==> src/rtl/cpu_types_pkg.sv <==
// Shared CPU/memory types: word and RAM-state types, plus the arbiter FSM state
// and the request record latched at grant time.
package cpu_types_pkg;

    typedef logic [31:0] word_t;

    typedef enum logic [1:0] {
        FREE   = 2'b00,
        BUSY   = 2'b01,
        ACCESS = 2'b10,
        ERROR  = 2'b11
    } ramstate_t;

    typedef enum logic [2:0] {
        IDLE,
        IGNT,
        DGNT,
        IRESP,
        DRESP
    } arb_state_t;

    typedef struct packed {
        word_t addr;
        word_t store;
        logic  wr;
    } arb_req_t;

endpackage

==> src/rtl/mem_arbiter_if.sv <==
// Handshake bundle between the datapath, the arbiter and the single-ported RAM.
// slave: the arbiter's view; master: the datapath/RAM environment's view.
interface mem_arbiter_if;
    import cpu_types_pkg::*;

    logic      iREN;
    word_t     iaddr;
    logic      ihit;
    word_t     iload;
    logic      dREN;
    logic      dWEN;
    word_t     daddr;
    word_t     dstore;
    logic      dhit;
    word_t     dload;
    logic      ramREN;
    logic      ramWEN;
    word_t     ramaddr;
    word_t     ramstore;
    word_t     ramload;
    ramstate_t ramstate;
    logic      mem_timeout;

    modport slave (
        input  iREN, iaddr, dREN, dWEN, daddr, dstore, ramload, ramstate,
        output ihit, iload, dhit, dload, ramREN, ramWEN, ramaddr, ramstore, mem_timeout
    );

    modport master (
        output iREN, iaddr, dREN, dWEN, daddr, dstore, ramload, ramstate,
        input  ihit, iload, dhit, dload, ramREN, ramWEN, ramaddr, ramstore, mem_timeout
    );

endinterface

==> src/rtl/sat_counter.sv <==
// Saturating up-counter with synchronous clear (clear has priority over increment).
module sat_counter #(
    parameter int               WIDTH = 8,
    parameter logic [WIDTH-1:0] LIMIT = '1
) (
    input  logic             clk,
    input  logic             rst_n,
    input  logic             inc,
    input  logic             clr,
    output logic [WIDTH-1:0] count
);

    always_ff @(posedge clk or negedge rst_n) begin
        if (!rst_n)
            count <= '0;
        else if (clr)
            count <= '0;
        else if (inc && count != LIMIT)
            count <= count + 1'b1;
    end

endmodule

==> src/rtl/mem_arbiter.sv <==
// I/D arbiter onto a single-ported RAM: data wins ties, bounded instruction starvation,
// sticky grant watchdog. Define MEM_ARB_PERF_EN to add icount/dcount/stallcount outputs.
module mem_arbiter
    import cpu_types_pkg::*;
#(
    parameter int STARVE_LIMIT   = 4,
    parameter int TIMEOUT_CYCLES = 255
) (
    input  logic          CLK,
    input  logic          nRST,
    mem_arbiter_if.slave  bus
`ifdef MEM_ARB_PERF_EN
    ,
    output word_t         icount,
    output word_t         dcount,
    output word_t         stallcount
`endif
);

    localparam int ST_W = $clog2(STARVE_LIMIT + 1);
    localparam int WD_W = $clog2(TIMEOUT_CYCLES + 1);

    arb_state_t      state;
    arb_req_t        req;
    logic            ram_ren, ram_wen, mem_timeout;
    word_t           iload, dload;
    logic [ST_W-1:0] starve_cnt;
    logic [WD_W-1:0] wd_cnt;
    logic            d_pend, starved, d_grant, i_grant, in_gnt, wd_trip, ihit, dhit;

    assign d_pend  = bus.dREN | bus.dWEN;
    assign starved = starve_cnt == ST_W'(STARVE_LIMIT);
    // a starved fetch only overrides data when it is actually being requested
    assign d_grant = (state == IDLE) && d_pend && !(starved && bus.iREN);
    assign i_grant = (state == IDLE) && bus.iREN && !d_grant;
    assign in_gnt  = (state == IGNT) || (state == DGNT);
    assign wd_trip = in_gnt && (wd_cnt >= WD_W'(TIMEOUT_CYCLES - 1));

    // hits are withheld when the requester has moved on since the grant
    assign ihit = (state == IRESP) && bus.iREN && (bus.iaddr == req.addr);
    assign dhit = (state == DRESP) && (req.wr ? bus.dWEN : bus.dREN) && (bus.daddr == req.addr);

    sat_counter #(.WIDTH(ST_W), .LIMIT(ST_W'(STARVE_LIMIT))) u_starve (
        .clk(CLK), .rst_n(nRST), .inc(d_grant && bus.iREN), .clr(i_grant), .count(starve_cnt)
    );

    sat_counter #(.WIDTH(WD_W), .LIMIT(WD_W'(TIMEOUT_CYCLES))) u_wd (
        .clk(CLK), .rst_n(nRST), .inc(in_gnt), .clr(!in_gnt), .count(wd_cnt)
    );

    always_ff @(posedge CLK or negedge nRST) begin
        if (!nRST) begin
            state       <= IDLE;
            req         <= '0;
            ram_ren     <= 1'b0;
            ram_wen     <= 1'b0;
            iload       <= '0;
            dload       <= '0;
            mem_timeout <= 1'b0;
        end else begin
            if (wd_trip)
                mem_timeout <= 1'b1;
            case (state)
                IDLE: begin
                    if (d_grant) begin
                        state   <= DGNT;
                        req     <= '{addr: bus.daddr, store: bus.dstore, wr: bus.dWEN};
                        ram_wen <= bus.dWEN;
                        ram_ren <= !bus.dWEN;
                    end else if (i_grant) begin
                        state    <= IGNT;
                        req.addr <= bus.iaddr;
                        req.wr   <= 1'b0;
                        ram_ren  <= 1'b1;
                    end
                end
                IGNT: begin
                    if (bus.ramstate == ACCESS) begin
                        iload   <= bus.ramload;
                        ram_ren <= 1'b0;
                        state   <= IRESP;
                    end
                end
                DGNT: begin
                    if (bus.ramstate == ACCESS) begin
                        if (!req.wr)
                            dload <= bus.ramload;
                        ram_ren <= 1'b0;
                        ram_wen <= 1'b0;
                        state   <= DRESP;
                    end
                end
                IRESP, DRESP: state <= IDLE;
                default:      state <= IDLE;
            endcase
        end
    end

    assign bus.ihit        = ihit;
    assign bus.dhit        = dhit;
    assign bus.iload       = iload;
    assign bus.dload       = dload;
    assign bus.ramREN      = ram_ren;
    assign bus.ramWEN      = ram_wen;
    assign bus.ramaddr     = req.addr;
    assign bus.ramstore    = req.store;
    assign bus.mem_timeout = mem_timeout;

`ifdef MEM_ARB_PERF_EN
    sat_counter #(.WIDTH(32)) u_icnt (
        .clk(CLK), .rst_n(nRST), .inc(ihit), .clr(1'b0), .count(icount)
    );
    sat_counter #(.WIDTH(32)) u_dcnt (
        .clk(CLK), .rst_n(nRST), .inc(dhit), .clr(1'b0), .count(dcount)
    );
    sat_counter #(.WIDTH(32)) u_stall (
        .clk(CLK), .rst_n(nRST), .inc(in_gnt), .clr(1'b0), .count(stallcount)
    );
`endif

endmodule

==> src/flat_wrapper.sv <==
// flat-port wrapper written by rule: the top's interface ports become plain ports
module mem_arbiter_flat import cpu_types_pkg::*;
#(
    parameter int STARVE_LIMIT   = 4,
    parameter int TIMEOUT_CYCLES = 255
)
  (CLK, nRST, bus_iREN, bus_iaddr, bus_dREN, bus_dWEN, bus_daddr, bus_dstore, bus_ramload, bus_ramstate, bus_ihit, bus_iload, bus_dhit, bus_dload, bus_ramREN, bus_ramWEN, bus_ramaddr, bus_ramstore, bus_mem_timeout);
  mem_arbiter_if bus_i ();
  input  logic CLK;
  input  logic nRST;
  input wire logic [$bits(bus_i.iREN)-1:0] bus_iREN;
  input wire logic [$bits(bus_i.iaddr)-1:0] bus_iaddr;
  input wire logic [$bits(bus_i.dREN)-1:0] bus_dREN;
  input wire logic [$bits(bus_i.dWEN)-1:0] bus_dWEN;
  input wire logic [$bits(bus_i.daddr)-1:0] bus_daddr;
  input wire logic [$bits(bus_i.dstore)-1:0] bus_dstore;
  input wire logic [$bits(bus_i.ramload)-1:0] bus_ramload;
  input wire logic [$bits(bus_i.ramstate)-1:0] bus_ramstate;
  output wire logic [$bits(bus_i.ihit)-1:0] bus_ihit;
  output wire logic [$bits(bus_i.iload)-1:0] bus_iload;
  output wire logic [$bits(bus_i.dhit)-1:0] bus_dhit;
  output wire logic [$bits(bus_i.dload)-1:0] bus_dload;
  output wire logic [$bits(bus_i.ramREN)-1:0] bus_ramREN;
  output wire logic [$bits(bus_i.ramWEN)-1:0] bus_ramWEN;
  output wire logic [$bits(bus_i.ramaddr)-1:0] bus_ramaddr;
  output wire logic [$bits(bus_i.ramstore)-1:0] bus_ramstore;
  output wire logic [$bits(bus_i.mem_timeout)-1:0] bus_mem_timeout;
  assign bus_i.iREN = bus_iREN;
  assign bus_i.iaddr = bus_iaddr;
  assign bus_i.dREN = bus_dREN;
  assign bus_i.dWEN = bus_dWEN;
  assign bus_i.daddr = bus_daddr;
  assign bus_i.dstore = bus_dstore;
  assign bus_i.ramload = bus_ramload;
  assign bus_i.ramstate = bus_ramstate;
  assign bus_ihit = bus_i.ihit;
  assign bus_iload = bus_i.iload;
  assign bus_dhit = bus_i.dhit;
  assign bus_dload = bus_i.dload;
  assign bus_ramREN = bus_i.ramREN;
  assign bus_ramWEN = bus_i.ramWEN;
  assign bus_ramaddr = bus_i.ramaddr;
  assign bus_ramstore = bus_i.ramstore;
  assign bus_mem_timeout = bus_i.mem_timeout;
  mem_arbiter #(.STARVE_LIMIT(STARVE_LIMIT), .TIMEOUT_CYCLES(TIMEOUT_CYCLES)) u_core (.CLK(CLK), .nRST(nRST), .bus(bus_i));
endmodule
==> config.mk <==
export PLATFORM = sky130hd
export DESIGN_NAME = mem_arbiter_flat
export DESIGN_NICKNAME = d
export VERILOG_FILES = /design/src/rtl/cpu_types_pkg.sv /design/src/rtl/mem_arbiter_if.sv /design/src/rtl/sat_counter.sv /design/src/rtl/mem_arbiter.sv /design/src/flat_wrapper.sv
export SDC_FILE = /design/constraint.sdc
export NUM_CORES = 1
export LEC_CHECK = 0
export CAP_MARGIN = 20
export CORE_UTILIZATION = 48
export CTS_CLUSTER_SIZE = 14
export DETAILED_ROUTE_END_ITERATION = 6
export PLACE_DENSITY_LB_ADDON = 0.08
export SETUP_SLACK_MARGIN = 0.15
export SYNTH_ARGS = -nofsm -noshare
export SYNTH_HDL_FRONTEND = slang
export SYNTH_SLANG_ARGS = --single-unit
==> constraint.sdc <==
create_clock -name CLK -period 3.1 [get_ports CLK]
set_input_delay 0.93 -clock CLK [delete_from_list [all_inputs] [get_ports CLK]]
set_output_delay 0.93 -clock CLK [all_outputs]
set_load 0.02 [all_outputs]
== Yosys cells after proc, flatten, opt, wreduce, memory -nomap -nowiden ==
Cells that the tools add are included.

* Add/sub/neg operators: 2
* Mux-type cells: 20
* Bitwise gates (word level): 2
* $lt $le $gt $ge: 1
* Equality and inequality tests: 16
* Reductions and logical operators: 30

{| class="wikitable"
|+ Operators with widths
! operator !! number
|-
| 32-bit == test || 2
|-
| 32-bit 2-to-1 mux || 2
|-
| 3-bit 2-to-1 mux || 6
|-
| 8-bit 2-to-1 mux || 2
|-
| 1-bit logical AND || 13
|-
| 3-bit AND reduction || 4
|-
| 3-bit one-hot mux with 3 select lines || 1
|-
| 8-bit by 1-bit adder with 8-bit output, second input constant || 1
|-
| 8-bit greater-or-equal comparator, second input constant || 1
|-
| 8-bit inequality test, second input constant || 1
|-
| 2-bit nonzero test || 4
|-
| 1-bit 2-to-1 mux || 7
|-
| 3-bit by 2-bit == test with 1-bit output, second input constant || 2
|-
| 3-bit == test, second input constant || 2
|-
| 2-bit inequality test, second input constant || 3
|-
| 2-bit AND reduction || 3
|-
| 2-bit by 1-bit inequality test with 1-bit output, second input constant || 2
|-
| 1-bit one-hot mux with 2 select lines || 2
|-
| 3-bit by 1-bit adder with 3-bit output, second input constant || 1
|-
| 3-bit by 1-bit == test with 1-bit output, second input constant || 1
|-
| 1-bit zero test || 3
|-
| 3-bit zero test || 1
|-
| 3-bit by 1-bit inequality test with 1-bit output, second input constant || 1
|-
| 3-bit inequality test, second input constant || 1
|-
| other kinds (5) || 5
|}

* Logic and storage cells: 82
* Register bits after elaboration: 146
* Input bits: 135
* Output and inout port bits: 133

== Depth between registers and ports, before layout ==
* Depth in word-level cells: 9
* Gate-level depth with buffers: 8
* Depth with buffers taken out: 6

== Hierarchy ==
A second synthesis with hierarchy kept.

* Cells, all modules: 682
* Area total of the unflattened synthesis: 7529.7 um^2

{| class="wikitable"
|+ Modules (own cells, without submodules)
! module !! seq. area each (um^2) !! times used !! area an instance (um^2) !! cells each
|-
| mem_arbiter || 3378.2 || 1 || 6866.6 || 616
|-
| sat_counter (u_core.u_wd) || 200.2 || 1 || 464.2 || 49
|-
| sat_counter (u_core.u_starve) || 75.1 || 1 || 198.9 || 17
|}

== Worst setup path after synthesis ==
Ideal clock, no wire load.

* Path kind: input port to output port
* Start point: in bus_daddr[30]
* End point: out bus_dhit
* Data required time: 2.170 ns
* Stages: 4
* Buffers on the path: 0
* Setup slack: 0.211 ns
* Arrival time: 1.959 ns
* Path through: xor2_1 nor4_1 nand4_1 nor3_1

* Word-level cells in the longest chain between the ends: 2

{| class="wikitable"
|+ RTL lines
! element !! RTL line !! text
|-
| start, declared || flat_wrapper.sv:15 || <nowiki>input wire logic [$bits(bus_i.daddr)-1:0] bus_daddr;</nowiki>
|-
| 32-bit == test || mem_arbiter.sv:41 || <nowiki>assign dhit = (state == DRESP) && (req.wr ? bus.dWEN : bus.dREN) && (bus.daddr == req.addr);</nowiki>
|-
| 1-bit logical AND || mem_arbiter.sv:41 ||
|-
| end, declared || flat_wrapper.sv:21 || <nowiki>output wire logic [$bits(bus_i.dhit)-1:0] bus_dhit;</nowiki>
|}

No other way between the ends.

== Worst setup path after layout ==
* Start point: in bus_daddr[20]
* End point: out bus_dhit

Same word-level chain as after synthesis.

==> impl_results.md <==
- Outcome: complete, no violations
- Initial antenna violation count: 1
- Number of flops mapped to enable cells by yosys: 0
- RePlAce Congestion: approximately 0.8
- Asr flop ratio synth: 1.00
- Endpoints failing setup: 0
- Sequential-to-total area share from yosys stat: 0.509
- Final Non-Filler Cells: 1007
- Vias per cell: 5.09
- Worst hold path type: input pin to async pin
- Final setup skew: 10.6 ps
- Row Count: 44
- Vias in the first global route: roughly 5500
- Dominant synthesized flop cell: dfrtp_1
- Lkg Pwr: 4.62 nW
- CTS tree: done
- TNS Setup: 0 ps
- Clk Latency, worst-skew pair: 420 ps
- Slew headroom: 0.687
- First-pass GRT wire length: 28.1 mm
- Crit path capture type: primary output
- CTS Root Buffer Type: clkbuf_16
- WP data required: 2170 ps
- Initial DRC count: 199
- Syn Inst Count: 591
- H-Tree Level Count: 4
- DP Cell Count: between 900 and 1000
- Max cap viols: 0
- IO buf count: 267
- CP Class: input pin to primary output
- 1st-pass router iterations: 4
- Total wire length: 17.5 mm
- Final Power: 10.1 mW
- Drt drc: 0
- Synth warnings: 0
- Synth Register Bits: approximately 150
- Critical path launch point type: input pin
- Top cells by area, synth: dfrtp_1, mux2_2, xor2_1, buf_4, mux2_1
- Synth area leader: dfrtp_1
- CTS Sinks: between 100 and 150
- Mapped Area: 0.00717 mm²
- Global route total overflow: 0
- CP max FO: 2
- Core area: between 0.01 and 0.015 mm²
- Routed WL per cell: 17.4 µm
- Syn Area/Cell: 12.1 µm²
- Worst vdd ir: between 0.5 and 0.6 mV
- Worst-path clk slew: about 60 ps
- Clock buffer count from CTS: 17
- Num ports: around 270
- Die Ht: 124 µm
- Distinct cells, synth: 39
- Hold Slack: around 430 ps
- Final Hold Fails: 0
- CTS max path bufs: 2
- Top cells by count, synth: dfrtp_1, buf_4, mux2_2, xor2_1, nand2_1
- All-Layer GR Usage: 0.233
- Die footprint: 0.0154 mm²
- PwrDens: just under 1000 mW/mm²
- Final Max Slew Viols: 0
- Largest net degree at the start of global routing: 69
- Antenna Nets Post-Route: 0
- Half-perimeter wire length after placement: 12.9 mm
- Final period util: 0.996
- Final Critical Period: 3090 ps
- DR vias: 5126
- N_diodes: 0
- Syn Nets: 730
- Area Overhead vs Synth: 43.6%
- Layout cell share with drive strength beyond 1: 0.214
- Arr. time, crit path: approximately 2200 ps
- # hold bufs at CTS: 0
- Initial Utilization: 0.494
- Worst slew pin tran: around 460 ps
- Synth top area share: 0.509
- Final net count: 949
- Most frequent cell after synthesis: dfrtp_1
- Unrepaired setup endpoints after global routing: yes
- Chip width: 124 µm
- FMAX: 324 MHz
critical path, cell delays in order:
cell	delay, ps
clkdlybuf4s15_1	190
xor2_1	170
nor4_1	290
nand4_1	200
nor3_2	210
buf_4	170
flip-flops by register name, indices dropped and copies added (netlist names):
register	cells
u_core.state	3
u_core.bus.ramREN	1
u_core.u_wd.count	8
u_core.bus.dload	32
u_core.bus.ramaddr	32
u_core.bus.ramWEN	1
u_core.bus.mem_timeout	1
u_core.req	1
u_core.bus.ramstore	32
u_core.u_starve.count	3
u_core.bus.iload	32
cell families after synthesis:
logic type / Yosys count / synth area share
fa+ha+maj: 4 / 0.00698
mux: 131 / 0.200
simple gates: 96 / 0.0691
buf+inv: 95 / 0.0914
xor+xnor: 67 / 0.0818
flops: 146 / 0.509
compound gates: 52 / 0.0415
final timing paths:
| kind | slack [ps] | from | endpoint | cells past startpoint |
|---|---|---|---|---|
| max | 10 | bus_daddr[20] | bus_dhit | 6 |
| max in group asynchronous | 1810 | nRST | u_core.bus.iload[12]$_DFFE_PN0P_ | 2 |
| max reg2reg | 1250 | u_core.state[2]$_DFFE_PN0P_ | u_core.bus.dload[25]$_DFFE_PN0P_ | 6 |
| min in group CLK | 480 | u_core.bus.ramstore[23]$_DFFE_PN0P_ | u_core.bus.ramstore[23]$_DFFE_PN0P_ | 1 |
| min reg2reg | 480 | u_core.bus.ramstore[23]$_DFFE_PN0P_ | u_core.bus.ramstore[23]$_DFFE_PN0P_ | 1 |
| min | 430 | nRST | u_core.bus.ramstore[18]$_DFFE_PN0P_ | 1 |
per-layer routing:
metal / GRT usage / part of all wire
met1: 0.253 / 0.38
met2: 0.422 / 0.54
met5: 0 / 0.00074
met4: 0.0815 / 0.017
met3: 0.0733 / 0.063
layout make-up:
class	count	area (µm²)
Fill cell	1108	4240
Clock inverter	12	175
Timing Repair Buffer	289	2790
Inverter	6	22.5
Tap cell	184	230
Clock buffer	20	467
Multi-Input combinational cell	350	2960
Sequential cell	146	3650
placed cells by master (no fill, tap or decap), types with 16 or more instances in the layout:
| master | n |
|---|---|
| mux2_2 | 66 |
| clkdlybuf4s15_1 | 16 |
| o21ai_0 | 35 |
| nand2_1 | 36 |
| dfrtp_1 | 146 |
| buf_4 | 18 |
| clkbuf_16 | 17 |
| mux2_1 | 32 |
| xor2_1 | 55 |
| clkdlybuf4s50_1 | 201 |
| mux2i_1 | 33 |
metrics by stage:
stage / setup WS, ps / instance area [µm²] / utilization
after global routing: -29.5 / 10300 / 0.709
after CTS: 61.4 / 10300 / 0.708
final: 12.5 / 10300 / 0.709
after detailed placement: -845 / 9680 / 0.666
after global placement: -844 / 9680 / 0.666
after floorplan: 211 / 7170 / -
where the power goes:
part | leakage (nW) | internal [mW] | switching [mW]
Combinational | 2.50 | 2.33 | 2.19
Clock | 0.309 | 1.41 | 0.790
Sequential | 1.82 | 2.71 | 0.637
repair_timing:
| item | in CTS | in global routing |
|---|---|---|
| gates resized for setup | 173 | 32 |
| setup buffers | 1 | 0 |
| pin swaps | 28 | 16 |
| setup endpoints to repair | 2 | 2 |
Note: power is estimated with default switching activity, not from simulation.
==> patch 1 (same flow settings) <==
Re-encode `arb_state_t` (5 states) as one-hot, 5 bits wide.
--- a/src/rtl/cpu_types_pkg.sv
+++ b/src/rtl/cpu_types_pkg.sv
@@ -12,10 +12,10 @@
     } ramstate_t;
 
-    typedef enum logic [2:0] {
-        IDLE,
-        IGNT,
-        DGNT,
-        IRESP,
-        DRESP
+    typedef enum logic [4:0] {
+        IDLE  = 5'b00001,
+        IGNT  = 5'b00010,
+        DGNT  = 5'b00100,
+        IRESP = 5'b01000,
+        DRESP = 5'b10000
     } arb_state_t;
 
Behaviour: no difference found for any inputs over 4 cycles, from zero or initial values and one cycle with nRST low; so few cycles prove little.
==> patch 1 against the original RTL <==
- the flow now finishes with violations (DRC)
- combinational power is 27% higher
- synthesized cell count is 20% higher
- final cell count is 12% higher
- sequential power is 6% higher
- power is 12% higher
- design area is 2.3% higher
- first-iteration DRC count is 37% higher
- sequential cell count is 2 higher
- routed wire length is 9.2% higher
- via count is 14% higher
- hold slack better by 0.037 ns
- global-route usage is 2.0 points higher
- setup slack better by 0.0030 ns
- synthesized area is 1.5% higher
- critical endpoint is now bus_ihit
- largest power group unchanged
==> patch 1: results (changes against the original RTL) <==
- Leak: 4.76 nW (+2.9%)
- R2r setup slk: 1.16 ns (-0.09 ns)
- Synth area leaders: dfrtp_1 (51%), mux2_2 (9.7%), nand2_1 (8.7%), buf_4 (6.6%), xnor2_1 (6.5%)
- GPL Wtd Cong: 0.877 (+9.3%)
- Min-delay worst type: flip-flop to flip-flop
- Drt drc: 36 (+36)
- IO buf count: 267 (unchanged)
- Pre-Repair DR Iteration Count: 7 (+3)
- Layout cells sized above 1: 21.5% (+0.15 points)
- Pin count of the biggest net entering global routing: 79 (+14%)
- Initial drt markers: 273 (+37%)
- Slowest cell delay on critical path: 0.35 ns (+0.06 ns)
- Status: finished with violations
- Placed inst area: 9770 um2 (+0.88%)
- P_sw: 4.42 mW (+22%)
- Total GRT Usage: 25.3% (+2.0 points)
- Cells after DPL: 1090 (+12%)
- Top cells by count, synth: nand2_1 (169), dfrtp_1 (147), buf_4 (64)
- Post-Route WL: 19100 um (+9.2%)
- Fin Hold WS: 0.470 ns (+0.0366 ns)
- Peak VDD IR: 0.569 mV (+7.2%)
- Global-route wire length before repair: 30900 um (+10%)
- Postcts setup bufs: 0 (-1)
- Number of global-route vias before repair: 6213 (+14%)
- Dpl hpwl: 13700 um (+6.7%)
- Syn_nets: 847 (+16%)
- Slew of the pin with the lowest slew margin: 0.626 ns (+0.162 ns)
- Post-Syn Instances: 708 (+20%)
- CP max-delay cell: nor4_2
- WL/cell: 17.0 um (-2.2%)
- Vias/cell: 5.20 (+2.1%)
- WHS Endpoint: u_core.bus.ramstore[3]
- Failing checks: DRC
- Post-synth cell types: 43 (+10%)
- Clock skew: 0.00684 ns (-0.00377 ns)
- Crit path from: bus_iaddr[17]
- Initial antenna violation count: 4 (+3)
- Post-synthesis sequential area ratio: 50.9% (about the same)
-- patch 1: cell types whose count changed after synthesis, moves of 31 or more --
cell | unedited run | this run
nor2_1 | 9 | 41
xnor2_1 | 6 | 54
mux2_1 | 32 | 1
nand2_1 | 36 | 169
xor2_1 | 61 | 16
o21ai_0 | 35 | 4
a31oi_1 | 3 | 34
mux2i_1 | 33 | 1
-- patch 1: cell type report --
cell class                      instances  area (um2)
Antenna cell                            3        7.51
Clock buffer                           21         460
Clock inverter                         11         126
Fill cell                            1083        4110
Inverter                                8        30.0
Multi-Input combinational cell        457        3200
Sequential cell                       148        3700
Tap cell                              184         230
Timing Repair Buffer                  293        2780
-- patch 1: cell families (layout without fill, tap and decap cells) --
group | after synthesis | count (layout) | share of synthesized area (%)
AO/OA/AOI/OAI | 51 | 51 | 4.49
XOR/XNOR | 70 | 70 | 8.42
adder cells (fa/ha/maj) | 4 | 4 | 0.688
buffers and inverters | 103 | 333 | 9.44
flip-flops | 148 | 148 | 50.9
multiplexers | 65 | 65 | 10.0
other | 0 | 3 | 0
AND/OR/NAND/NOR | 267 | 267 | 16.0
-- patch 1: metrics by stage --
step	setup TNS [ns]	setup WS, ns	utilization [%]
after CTS	0	0.0667	71.4
final	0	0.0154	71.9
after global routing	-0.0182	-0.0182	71.9
after floorplan	0	0.159	-
after global placement	-1.77	-0.932	66.7
after detailed placement	-1.84	-0.957	66.7
-- patch 1: worst reg2reg max path, stage by stage (launching register included) --
cell and delay (ns):
dfrtp_1 0.37, buf_4 0.15, or3_4 0.38, nor4b_4 0.41
buf_4 0.37, nand2_1 0.12, nand2_1 0.07
-- patch 1: power by group through the flow --
| stage | clock network [mW] | logic (mW) | registers [mW] |
|---|---|---|---|
| after global routing | 2.15 | 6.16 | 3.66 |
| after floorplan | 0 | 3.15 | 3.89 |
| after CTS | 2.07 | 5.74 | 3.52 |
| after global placement | 0 | 5.47 | 3.44 |
| after detailed placement | 0 | 5.58 | 3.49 |
| final | 2.03 | 5.75 | 3.54 |
-- patch 1: worst max path at each step --
stage / end / cells after the start / slack, ns
floorplan: bus_dhit / 4 / 0.16
global placement: bus_dhit / 6 / -0.93
detailed placement: bus_dhit / 6 / -0.96
CTS: bus_dhit / 6 / 0.07
global route: bus_ihit / 7 / -0.02
finish: bus_ihit / 7 / 0.02
-- patch 1: what timing repair did --
action	CTS	global route
setup endpoints to repair	2	2
gates resized for setup	237	14
pin swaps	57	7
cloned	0	0
-- patch 1: layer usage --
metal  up-vias  routed length, um  track usage (%)
li1       2726                  -                -
met1      2866               7560             29.8
met2       217               9290             40.8
met3        35               1810             10.4
met4         2                439             10.8
met5         -                 13                0
==> patch 2 (config.mk and constraints unchanged) <==
Without the edit above. `STARVE_LIMIT` is set to 4 in 2 places; all go to 8.
--- a/src/rtl/mem_arbiter.sv
+++ b/src/rtl/mem_arbiter.sv
@@ -4,5 +4,5 @@
     import cpu_types_pkg::*;
 #(
-    parameter int STARVE_LIMIT   = 4,
+    parameter int STARVE_LIMIT   = 8,
     parameter int TIMEOUT_CYCLES = 255
 ) (
--- a/src/flat_wrapper.sv
+++ b/src/flat_wrapper.sv
@@ -2,5 +2,5 @@
 module mem_arbiter_flat import cpu_types_pkg::*;
 #(
-    parameter int STARVE_LIMIT   = 4,
+    parameter int STARVE_LIMIT   = 8,
     parameter int TIMEOUT_CYCLES = 255
 )
Function: same outputs for any inputs over 4 cycles, from zero or initial values and one cycle with nRST low; that may be too few to reach the edited logic, so the function may still have changed.
==> patch 2 against the original RTL <==
- hold slack improved by 0.050 ns
- synthesized area up 2.5%
- design area rose by 1.7%
- sequential cell count rose by 1
- fmax is 2.3% higher
- setup slack better by 0.070 ns
- power grew 4.5%
- final cell count up 1.8%
- routed wire length increased by 4.8%
- first-iteration DRC count is 0.50% lower
- sequential power up 2%
- global-route usage up 0.72 points
- critical endpoint is now bus_ihit
==> patch 2: results (changes against the original RTL) <==
- Status: complete, no violations
- Post-synthesis compound-gate area fraction: 4.44% (+0.29 points)
- Global-route wire length before repair: 29400 um (+4.6%)
- Synth area leaders: dfrtp_1 (50%), mux2_1 (9.3%), xor2_1 (7.3%), buf_4 (6.9%), mux2_2 (5.5%)
- Max Root-Sink Buffers: 2 (unchanged)
- Yosys warns: 0 (unchanged)
- IO buf count: 267 (unchanged)
- Most common flop cell mapped by yosys: dfrtp_1
- Total number of vias: 5230 (+2.0%)
- Total GRT Usage: 24.0% (+0.72 points)
- Syn Area/Cell: 12.2 um2 (+0.47%)
- Placed inst area: 9810 um2 (+1.3%)
- Max FO, Critical Path: 2 (unchanged)
- CP max-delay cell: clkdlybuf4s50_1
- Final nets: 967 (+1.9%)
- Post-Route WL: 18300 um (+4.8%)
- Mux contribution to synthesized area: 19.5% (-0.51 points)
- Peak VDD IR: 0.450 mV (-15%)
- Die area: 15800 um2 (+2.5%)
- Syn_nets: 742 (+1.6%)
- Worst EP arrival: 2.09 ns (-0.07 ns)
- Slowest cell delay on critical path: 0.47 ns (+0.18 ns)
- Adder-Cell Fraction of Synth Area: 0.681% (-0.017 points)
- Async set-reset flop share out of synthesis: 100% (unchanged)
- Worst-Skew Late Latency: 0.42 ns (about the same)
- R2r setup slk: 1.24 ns
- Number of global-route vias before repair: 5632 (+3.2%)
- Family with the most delay on the worst path: buffers and inverters
- Clock skew: 0.0131 ns (+0.00245 ns)
- XOR/XNOR share of the synthesized area: 7.98% (-0.20 points)
- Fin Hold WS: 0.483 ns (+0.0502 ns)
- GPL Wtd Cong: 0.823 (+2.5%)
- Top cells by count, synth: dfrtp_1 (147), buf_4 (68), mux2_1 (61), xor2_1 (61), nand2_1 (41)
- Cells after DPL: 992 (+1.8%)
- Slew of the pin with the lowest slew margin: 0.747 ns (+0.283 ns)
- CTS root buffer: clkbuf_16
- Min-delay worst type: flip-flop to flip-flop
- Worst r2r dst: u_core.bus.ramstore[12]
- Pin count of the biggest net entering global routing: 79 (+14%)
- Ant diodes: 0 (unchanged)
- Post-synth cell types: 44 (+13%)
- Reg-to-reg startpoint: u_core.state[1]
- Min-Delay Path Depth: 1
- R2R depth: 5 (-1)
- Initial drt markers: 198 (-0.50%)
- Post-synthesis sequential area ratio: 50.0% (-0.91 points)
- Reg clk slew, reported paths: 0.05 ns
- Hold_sp: u_core.bus.ramstore[2]
- Layout cells sized above 1: 21.2% (-0.22 points)
- H-tree levels: 4 (unchanged)
- Pre-Repair DR Iteration Count: 5 (+1)
- Dpl ws: -0.931 ns (-0.0857 ns)
- Dpl hpwl: 13800 um (+7.1%)
- Fin cells: 1025 (+1.8%)
- Initial antenna violation count: 0 (-1)
- Leak: 4.50 nW (-2.6%)
## patch 2: cell types whose count changed after synthesis, sizes merged, moves of 2 or more
cell	change
nand2	+4
o21ai	+3
nand3	+2
buf	+3
clkbuf	-2
## patch 2: worst max-delay path by stage
stage	depth (start not counted)	end	start	slack, ns
after floorplan	4	bus_dhit	bus_daddr[21]	0.21
after global placement	6	bus_ihit	bus_iaddr[23]	-0.89
after detailed placement	6	bus_ihit	bus_iaddr[23]	-0.93
after CTS	7	bus_ihit	bus_iaddr[15]	0.03
after global routing	5	bus_ihit	bus_iaddr[5]	-0.02
final	5	bus_ihit	bus_iaddr[5]	0.08
## patch 2: routing by layer
layer	up-vias	wire length, um	track usage [%]
li1	2472	-	-
met1	2530	7520	28.8
met2	185	9140	41.3
met3	43	1120	5.73
met4	0	549	10.1
met5	-	0	0
## patch 2: cell type report
class                      instances  area (um2)
clock buffer                      25         495
clock inverter                     7        95.1
fill                            1101        4280
inverter                           6        22.5
multi-input combinational        360        3190
sequential                       147        3680
tap                              184         230
timing repair buffer             296        2760
## patch 2: what timing repair did
| action | 4_1_cts | 5_1_grt |
|---|---|---|
| buffers inserted | 1 | 0 |
| endpoints found under the setup margin | 2 | 2 |
| gates resized for setup | 159 | 76 |
| pin swaps | 32 | 20 |
## patch 2: power by group
| part | switching [mW] | internal [mW] | leakage (nW) | total [mW] |
|---|---|---|---|---|
| Combinational | 2.54 | 2.51 | 2.39 | 5.05 |
| Sequential | 0.663 | 2.76 | 1.82 | 3.42 |
| Clock | 0.772 | 1.27 | 0.288 | 2.05 |
